## src/rtl/alu_muldiv_seq.sv

```systemverilog
// alu_muldiv_seq: operation sequencer and AH:AL accumulator for the 4-bit ALU.
// Runs single-pass ADD/SUB/AND, shift-add MUL and restoring DIV behind a
// start/busy/done handshake. The ALU itself is external: this block drives
// its operands and one-hot control strobes and captures ALU_out/Fa_cout.
// Optional macro: DIV_ZERO_TRAP_EN (DIV by zero finishes at once with div_zero).
module alu_muldiv_seq #(
  parameter int ITER = 4
) (
  input  logic       clk,
  input  logic       clr_n,
  input  logic       start,
  input  logic [2:0] op,
  input  logic [3:0] opa,
  input  logic [3:0] opb,
  output logic       busy,
  output logic       done,
  output logic [7:0] result,
  output logic       div_zero,
  output logic [3:0] AH_out,
  output logic [3:0] BREG_out,
  output logic       alu_add,
  output logic       alu_sub,
  output logic       alu_and,
  output logic       alu_mul,
  output logic       alu_div,
  output logic       al_lsb,
  input  logic [3:0] ALU_out,
  input  logic       Fa_cout
);

  localparam logic [2:0] OP_ADD = 3'b000;
  localparam logic [2:0] OP_SUB = 3'b001;
  localparam logic [2:0] OP_AND = 3'b010;
  localparam logic [2:0] OP_MUL = 3'b011;
  localparam logic [2:0] OP_DIV = 3'b100;

  // Count value seen on the last MSHIFT/DSUB pass.
  localparam logic [2:0] CNT_LAST = 3'(ITER - 1);

  typedef enum logic [2:0] {
    ST_IDLE   = 3'd0,
    ST_EXEC   = 3'd1,
    ST_MADD   = 3'd2,
    ST_MSHIFT = 3'd3,
    ST_DSHIFT = 3'd4,
    ST_DSUB   = 3'd5,
    ST_DONE   = 3'd6
  } state_t;

  state_t      state_r;
  state_t      state_nxt_s;
  logic [3:0]  ah_r;
  logic [3:0]  al_r;
  logic [3:0]  b_r;
  logic [2:0]  cnt_r;
  logic        c_r;
  logic [2:0]  op_r;
  logic [7:0]  result_r;
  logic        accept_s;
  logic        trap_s;

  // Start is honoured only in IDLE and only for a defined opcode.
  assign accept_s = (state_r == ST_IDLE) && start && (op <= OP_DIV);

`ifdef DIV_ZERO_TRAP_EN
  logic div_zero_r;

  assign trap_s   = (op == OP_DIV) && (opb == 4'h0);
  assign div_zero = div_zero_r;

  // div_zero flags exactly the DONE cycle reached through the zero-divisor shortcut.
  always_ff @(posedge clk or negedge clr_n) begin
    if (!clr_n) begin
      div_zero_r <= 1'b0;
    end else begin
      div_zero_r <= (state_r == ST_IDLE) && (state_nxt_s == ST_DONE);
    end
  end
`else
  assign trap_s   = 1'b0;
  assign div_zero = 1'b0;
`endif

  // State register.
  always_ff @(posedge clk or negedge clr_n) begin
    if (!clr_n) begin
      state_r <= ST_IDLE;
    end else begin
      state_r <= state_nxt_s;
    end
  end

  // Next-state logic.
  always_comb begin
    state_nxt_s = state_r;
    case (state_r)
      ST_IDLE: begin
        if (accept_s) begin
          case (op)
            OP_MUL:  state_nxt_s = ST_MADD;
            OP_DIV:  state_nxt_s = trap_s ? ST_DONE : ST_DSHIFT;
            default: state_nxt_s = ST_EXEC;
          endcase
        end else begin
          state_nxt_s = ST_IDLE;
        end
      end
      ST_EXEC:   state_nxt_s = ST_DONE;
      ST_MADD:   state_nxt_s = ST_MSHIFT;
      ST_MSHIFT: state_nxt_s = (cnt_r == CNT_LAST) ? ST_DONE : ST_MADD;
      ST_DSHIFT: state_nxt_s = ST_DSUB;
      ST_DSUB:   state_nxt_s = (cnt_r == CNT_LAST) ? ST_DONE : ST_DSHIFT;
      ST_DONE:   state_nxt_s = ST_IDLE;
      default:   state_nxt_s = ST_IDLE;
    endcase
  end

  // Handshake and ALU control decode; controls are one-hot only in EXEC/MADD/DSUB.
  always_comb begin
    busy    = (state_r != ST_IDLE);
    done    = (state_r == ST_DONE);
    alu_add = 1'b0;
    alu_sub = 1'b0;
    alu_and = 1'b0;
    alu_mul = 1'b0;
    alu_div = 1'b0;
    al_lsb  = 1'b0;
    case (state_r)
      ST_EXEC: begin
        alu_add = (op_r == OP_ADD);
        alu_sub = (op_r == OP_SUB);
        alu_and = (op_r == OP_AND);
      end
      ST_MADD: begin
        alu_mul = 1'b1;
        al_lsb  = al_r[0];
      end
      ST_DSUB: begin
        alu_div = 1'b1;
      end
      default: begin
        alu_add = 1'b0;
      end
    endcase
  end

  // Accumulator, operand latch, iteration counter and result capture.
  always_ff @(posedge clk or negedge clr_n) begin
    if (!clr_n) begin
      ah_r     <= 4'h0;
      al_r     <= 4'h0;
      b_r      <= 4'h0;
      cnt_r    <= 3'd0;
      c_r      <= 1'b0;
      op_r     <= 3'b000;
      result_r <= 8'h00;
    end else begin
      case (state_r)
        ST_IDLE: begin
          if (accept_s) begin
            b_r   <= opb;
            cnt_r <= 3'd0;
            c_r   <= 1'b0;
            op_r  <= op;
            if ((op == OP_MUL) || (op == OP_DIV)) begin
              ah_r <= 4'h0;
              al_r <= opa;
            end else begin
              ah_r <= opa;
            end
            if (trap_s) begin
              // Same answer the full restoring sequence gives for a zero divisor.
              result_r <= {opa, 4'hF};
            end else begin
              result_r <= result_r;
            end
          end else begin
            ah_r <= ah_r;
          end
        end
        ST_EXEC: begin
          result_r <= {((op_r == OP_ADD) ? {3'b000, Fa_cout} : 4'h0), ALU_out};
        end
        ST_MADD: begin
          if (al_r[0]) begin
            ah_r <= ALU_out;
            c_r  <= Fa_cout;
          end else begin
            c_r  <= 1'b0;
          end
        end
        ST_MSHIFT: begin
          // 9-bit logical right shift of {C,AH,AL}.
          c_r   <= 1'b0;
          ah_r  <= {c_r, ah_r[3:1]};
          al_r  <= {ah_r[0], al_r[3:1]};
          cnt_r <= cnt_r + 3'd1;
          if (cnt_r == CNT_LAST) begin
            result_r <= {c_r, ah_r, al_r[3:1]};
          end else begin
            result_r <= result_r;
          end
        end
        ST_DSHIFT: begin
          ah_r <= {ah_r[2:0], al_r[3]};
          al_r <= {al_r[2:0], 1'b0};
        end
        ST_DSUB: begin
          // Fa_cout=1 means no borrow: keep the difference, else restore.
          cnt_r <= cnt_r + 3'd1;
          if (Fa_cout) begin
            ah_r    <= ALU_out;
            al_r[0] <= 1'b1;
          end else begin
            al_r[0] <= 1'b0;
          end
          if (cnt_r == CNT_LAST) begin
            result_r <= Fa_cout ? {ALU_out, al_r[3:1], 1'b1} : {ah_r, al_r[3:1], 1'b0};
          end else begin
            result_r <= result_r;
          end
        end
        default: begin
          result_r <= result_r;
        end
      endcase
    end
  end

  assign result   = result_r;
  assign AH_out   = ah_r;
  assign BREG_out = b_r;

endmodule

```

## config.mk

```make
export PLATFORM = sky130hd
export DESIGN_NAME = alu_muldiv_seq
export DESIGN_NICKNAME = d
export VERILOG_FILES = /design/src/rtl/alu_muldiv_seq.sv
export SDC_FILE = /design/constraint.sdc
export NUM_CORES = 1
export LEC_CHECK = 0
export CAP_MARGIN = 25
export CORE_MARGIN = 2
export CORE_UTILIZATION = 33
export CTS_BUF_LIST = sky130_fd_sc_hd__clkbuf_8
export CTS_CLUSTER_SIZE = 14
export DETAILED_ROUTE_END_ITERATION = 8
export GPL_TIMING_DRIVEN = 0
export PLACE_DENSITY = 0.63
export SYNTH_ARGS = -nofsm -noshare
export SYNTH_HDL_FRONTEND = slang
export SYNTH_SLANG_ARGS = --single-unit
export TNS_END_PERCENT = 100
```

## constraint.sdc

```tcl
create_clock -name clk -period 2.3 [get_ports clk]
set_input_delay 0.23 -clock clk [delete_from_list [all_inputs] [get_ports clk]]
set_output_delay 0.23 -clock clk [all_outputs]
set_load 0.02 [all_outputs]
```

# Yosys cells after proc, flatten, opt, wreduce, memory -nomap -nowiden
# Index checks and enable logic that the tools add are counted.
# word_totals
ff_bits,30
elab_cells,79
# classes
n_eq_ne,17
magnitude_cmp,1
add_sub_neg,1
reduce_logical,20
muxes,31
# ops
operator,n
$mux 4,6
$mux 8,3
$pmux 8 s3,1
$pmux 4 s5,1
$pmux 3 s6,1
$eq 3x2->1 const B,5
$eq 3x3->1 const B,4
$pmux 3 s2,2
$reduce_bool 3->1,4
$mux 1,10
$ne 2x2->1 const B,5
$mux 3,3
$pmux 3 s3,1
$reduce_and 3->1,3
$eq 3x1->1 const B,2
$logic_not 3->1,2
$reduce_and 2->1,3
$reduce_bool 5->1,1
$pmux 1 s4,1
$reduce_and 4->1,1
$reduce_bool 4->1,1
$add 3x1->3 const B,1
$le 3x3->1 const B,1
$pmux 1 s3,1
other kinds (6),7

# Depth between registers and ports, before layout
# logic_depth
word_depth,5
depth_mapped,7
depth_no_buf,6

# Worst setup path after synthesis
# Ideal clock, no wire load.
# synth_timing
path_kind,register to register
start,register cnt_r[0]
end,"register result_r[5], in the netlist result[5]"
arrival_ns,1.647
path_slack_ns,0.528
path_stages_with_launch,8
required_ns,2.175
cell_sequence,dfrtp_1 -> ha_1 -> ha_1 -> and2b_2 -> o21ai_0 -> and2_1 -> buf_2 -> mux2_2
# synth_between
elab_chain_cells,3
# synth_lines
element,line_no,text
start: declaration,55,logic [2:0] cnt_r;
start signal: assignment,197,cnt_r <= cnt_r + 3'd1;
start signal: assignment,210,cnt_r <= cnt_r + 3'd1;
$eq 3x2->1 (*),"198, 217",
$ne 2x2->1 (no source line),--,
$reduce_and 3->1 (no source line) (*),--,
end signal: assignment,199,"result_r <= {c_r, ah_r, al_r[3:1]};"
end signal: assignment,201,result_r <= result_r;
end signal: assignment,218,"result_r <= Fa_cout ? {ALU_out, al_r[3:1], 1'b1} : {ah_r, al_r[3:1], 1'b0};"
end: declaration,58,logic [7:0] result_r;
# Every way passes the cells marked *; elsewhere a longest branch is shown, timed or not.
# A chain may end at the register's enable or synchronous reset.

# Worst setup path in the final report
# layout_timing
start,register state_r[0]
end,output port done
# layout_between
elab_chain_cells,1
# layout_lines
element,line_no,text
start: declaration,50,state_t state_r;
start signal: assignment,89,state_r <= state_nxt_s;
$eq 3x3->1,121,done = (state_r == ST_DONE);
end: declaration,16,"output logic done,"
# Every way passes these cells.

==> results.yml <==
synth:
  syn_nets: 223
  synth_edf_count: 0
  ys_warn_count: 0
  synthArstFlopShare_pct: 100
  ys_seq_area_share_pct: 38.3
  synth_area_mm2: 0.00196
  synth_cell_type_count: 46
  syn_inst: 199
  synth-seq-cells: 30
  synth_top_flop_cell: "dfrtp_1"
  avgSynthCellArea_um2: 9.85
route:
  routedWlPerCell_um: 15.8
  drt_iter0_drc: 111
  drc: 0
  drtAntennaViolNets: 0
  viasPerCell: 5.46
  vias: 1763
  wl_um: 5090
  drtPass1Iterations: 4
job:
  cap_viol_max_count: 0
power_and_ir_drop:
  p_switching_mw: 1.53
  switching_share_pct: 43.4
  pwr-share-comb_pct: 58.8
  power.density_mw_per_mm2: 1380
  power.leakage_nw: 1.14
  p_int_mw: 2.00
  ir_drop_v: 0.000685
  p_clk_share_pct: 12.5
  seqPwrFrac_pct: 28.7
sta:
  whs_ps: -16.1
  hold_violations: 30
  tightest_slew_ps: 681
  setup_slack_ps: 194
  skew_ps: 1.66
  rsz0062_at_grt: "no"
  fin_crit_sh_pct: 91.6
  fmax_mhz: 475
  finalCriticalPeriod_ps: 2110
  relSlewSlack_pct: 54.6
  finalSetupViolations: 0
  fin_setup_tns_ps: 0
  slew_viol_final: 0
placed_design:
  dp_slack_ps: 220
  dp_hpwl_um: 3840
  gp_congestion: 0.808
  place_area_mm2: 0.00246
  io_buffers: 41
cells_and_area:
  antenna_cells: 0
  synthToLayoutAreaGrowth_pct: 30.5
  drive_gt1_share_pct: 14.1
  fin_area_mm2: 0.00256
  final_cell_mix: "clkdlybuf4s50_1, dfrtp_1, mux2i_1"
  final_common_cell: "clkdlybuf4s50_1"
  layout.nets: 271
  final_core_util_pct: 44.0
setup_path:
  crit_path_end_kind: "output pin"
  critical_path_class: "reg2out"
  crit_chain: "buf_4 -> buf_4 -> buf_2 -> nor3_1 -> dlygate4sd2_1"
  slowest_delay_ps: 430
  critPathSlowestCell: "dfrtp_1"
  worstPathRequired_ps: 2070
  worst_r2r_path_depth: 7
  cp.arrival_ps: 1880
  crit_fanout: 10
  cp-start-kind: "flop"
  crit_path_frequent_cell: "buf_4"
clock_network:
  insertion_delay_ps: 280
  cts.clk_slew.worst_paths_ps: 70
  htree_levels: 2
  cts_hold_buffers: 0
  clockBufferDepth: 2
  cts.sinks: 30
  cts_root_buf: "clkbuf_8"
  cts_buffers: 5
  cts_resized: 6
  cts_tree: "done"
  post_cts_buffers: 0
floorplanning:
  initial_core_util_pct: 33.7
  die_h_um: 81.1
  rows: 28
  fp.dieW_um: 81.1
  fp.coreArea_mm2: 0.00582
  ios: 44
  dieArea_mm2: 0.00657
global_routing:
  grt_max_degree: 31
  antenna_found_initial: 0
  grt_pass1_wl_um: 8110
  grt_pass1_vias: 1681
  track_usage_pct: 16.2
  grt_overflow: 0
outcome:
  violations: "hold timing"
  outcome: "finished with violations"
min_path:
  hp-class: "in2async"
-- flip-flops by register name (all words and copies together), names as in the netlist --
register,count
result,8
AH_out,4
BREG_out,4
al_r,4
cnt_r,3
op_r,3
state_r,3
c_r,1
-- logic make-up (layout without fill, tap and decap cells) --
| logic type | Yosys count | count (layout) | share of synthesized area, % |
|---|---|---|---|
| other cells | 1 | 1 | 0.191 |
| flops | 30 | 30 | 38.3 |
| compound gates | 58 | 58 | 20.1 |
| simple gates | 49 | 49 | 14.4 |
| mux | 33 | 33 | 17.4 |
| buf+inv | 22 | 71 | 5.93 |
| fa+ha+maj | 5 | 5 | 3.19 |
| xor+xnor | 1 | 1 | 0.447 |
-- area by class of cell --
class / instances / area (µm²)
Multi-Input combinational cell: 147 / 1100
Buffer: 13 / 85.1
Fill cell: 594 / 3260
Sequential cell: 30 / 751
Timing Repair Buffer: 41 / 408
Clock inverter: 2 / 8.76
Clock buffer: 6 / 82.6
Inverter: 9 / 33.8
Tap cell: 75 / 93.8
-- per-stage QoR --
stage / total power, mW / instances
2_1_floorplan: 2.39 / 199
3_3_place_gp: 3.08 / 315
3_5_place_dp: 3.11 / 315
4_1_cts: 3.55 / 323
5_1_grt: 3.80 / 323
6_report: 3.53 / 323
-- worst paths after layout --
kind                                  startpoint  slack (ps)               endpoint
min reg2reg                result[3]$_DFFE_PN0P_         490  result[3]$_DFFE_PN0P_
min in group clk           result[3]$_DFFE_PN0P_         490  result[3]$_DFFE_PN0P_
max reg2reg                 cnt_r[0]$_DFFE_PN0P_         350  result[5]$_DFFE_PN0P_
max                         state_r[0]$_DFF_PN0_         190                   done
min                                        clr_n         -20  AH_out[2]$_DFFE_PN0P_
max in group asynchronous                  clr_n        1880   cnt_r[2]$_DFFE_PN0P_
-- worst max-delay path, delay by kind of cell (launching register included) --
family / cells / cell delay (ps)
flops: 1 / 430
buf+inv: 4 / 950
simple gates: 1 / 210
-- cells in the mapped netlist, types with 4 or more instances --
cell type   n  area [µm²]
nor2b_1     4        25.0
inv_1       9        33.8
nor2_1     11        41.3
dfrtp_1    30         751
o21a_1      4        30.0
a31oi_1     5        31.3
o211ai_1    5        37.5
ha_1        5        62.6
o22ai_1     9        56.3
mux2_2      9         101
buf_4       5        37.5
nor3_1      5        25.0
buf_2       6        30.0
o21ai_0     8        40.0
nand2_1    12        45.0
a21oi_1     6        30.0
mux2i_1    24         240
-- power groups by stage --
stage | combinational [mW] | clock (mW) | sequential [mW]
floorplan | 1.27 | 0 | 1.13
global route | 2.27 | 0.480 | 1.05
detailed placement | 2.09 | 0 | 1.02
global placement | 2.06 | 0 | 1.02
CTS | 2.09 | 0.454 | 1.01
finish | 2.08 | 0.442 | 1.01
-- per-layer routing --
| metal | global-route usage (%) | share of wire [%] | vias to the layer above |
|---|---|---|---|
| met5 | 0 | 0 | - |
| met4 | 4.24 | 1.4 | 0 |
| met3 | 4.89 | 7.7 | 13 |
| met2 | 26.0 | 46 | 67 |
| met1 | 21.4 | 45 | 848 |
| li1 | - | - | 835 |
Power figures use the tool's default switching activity.
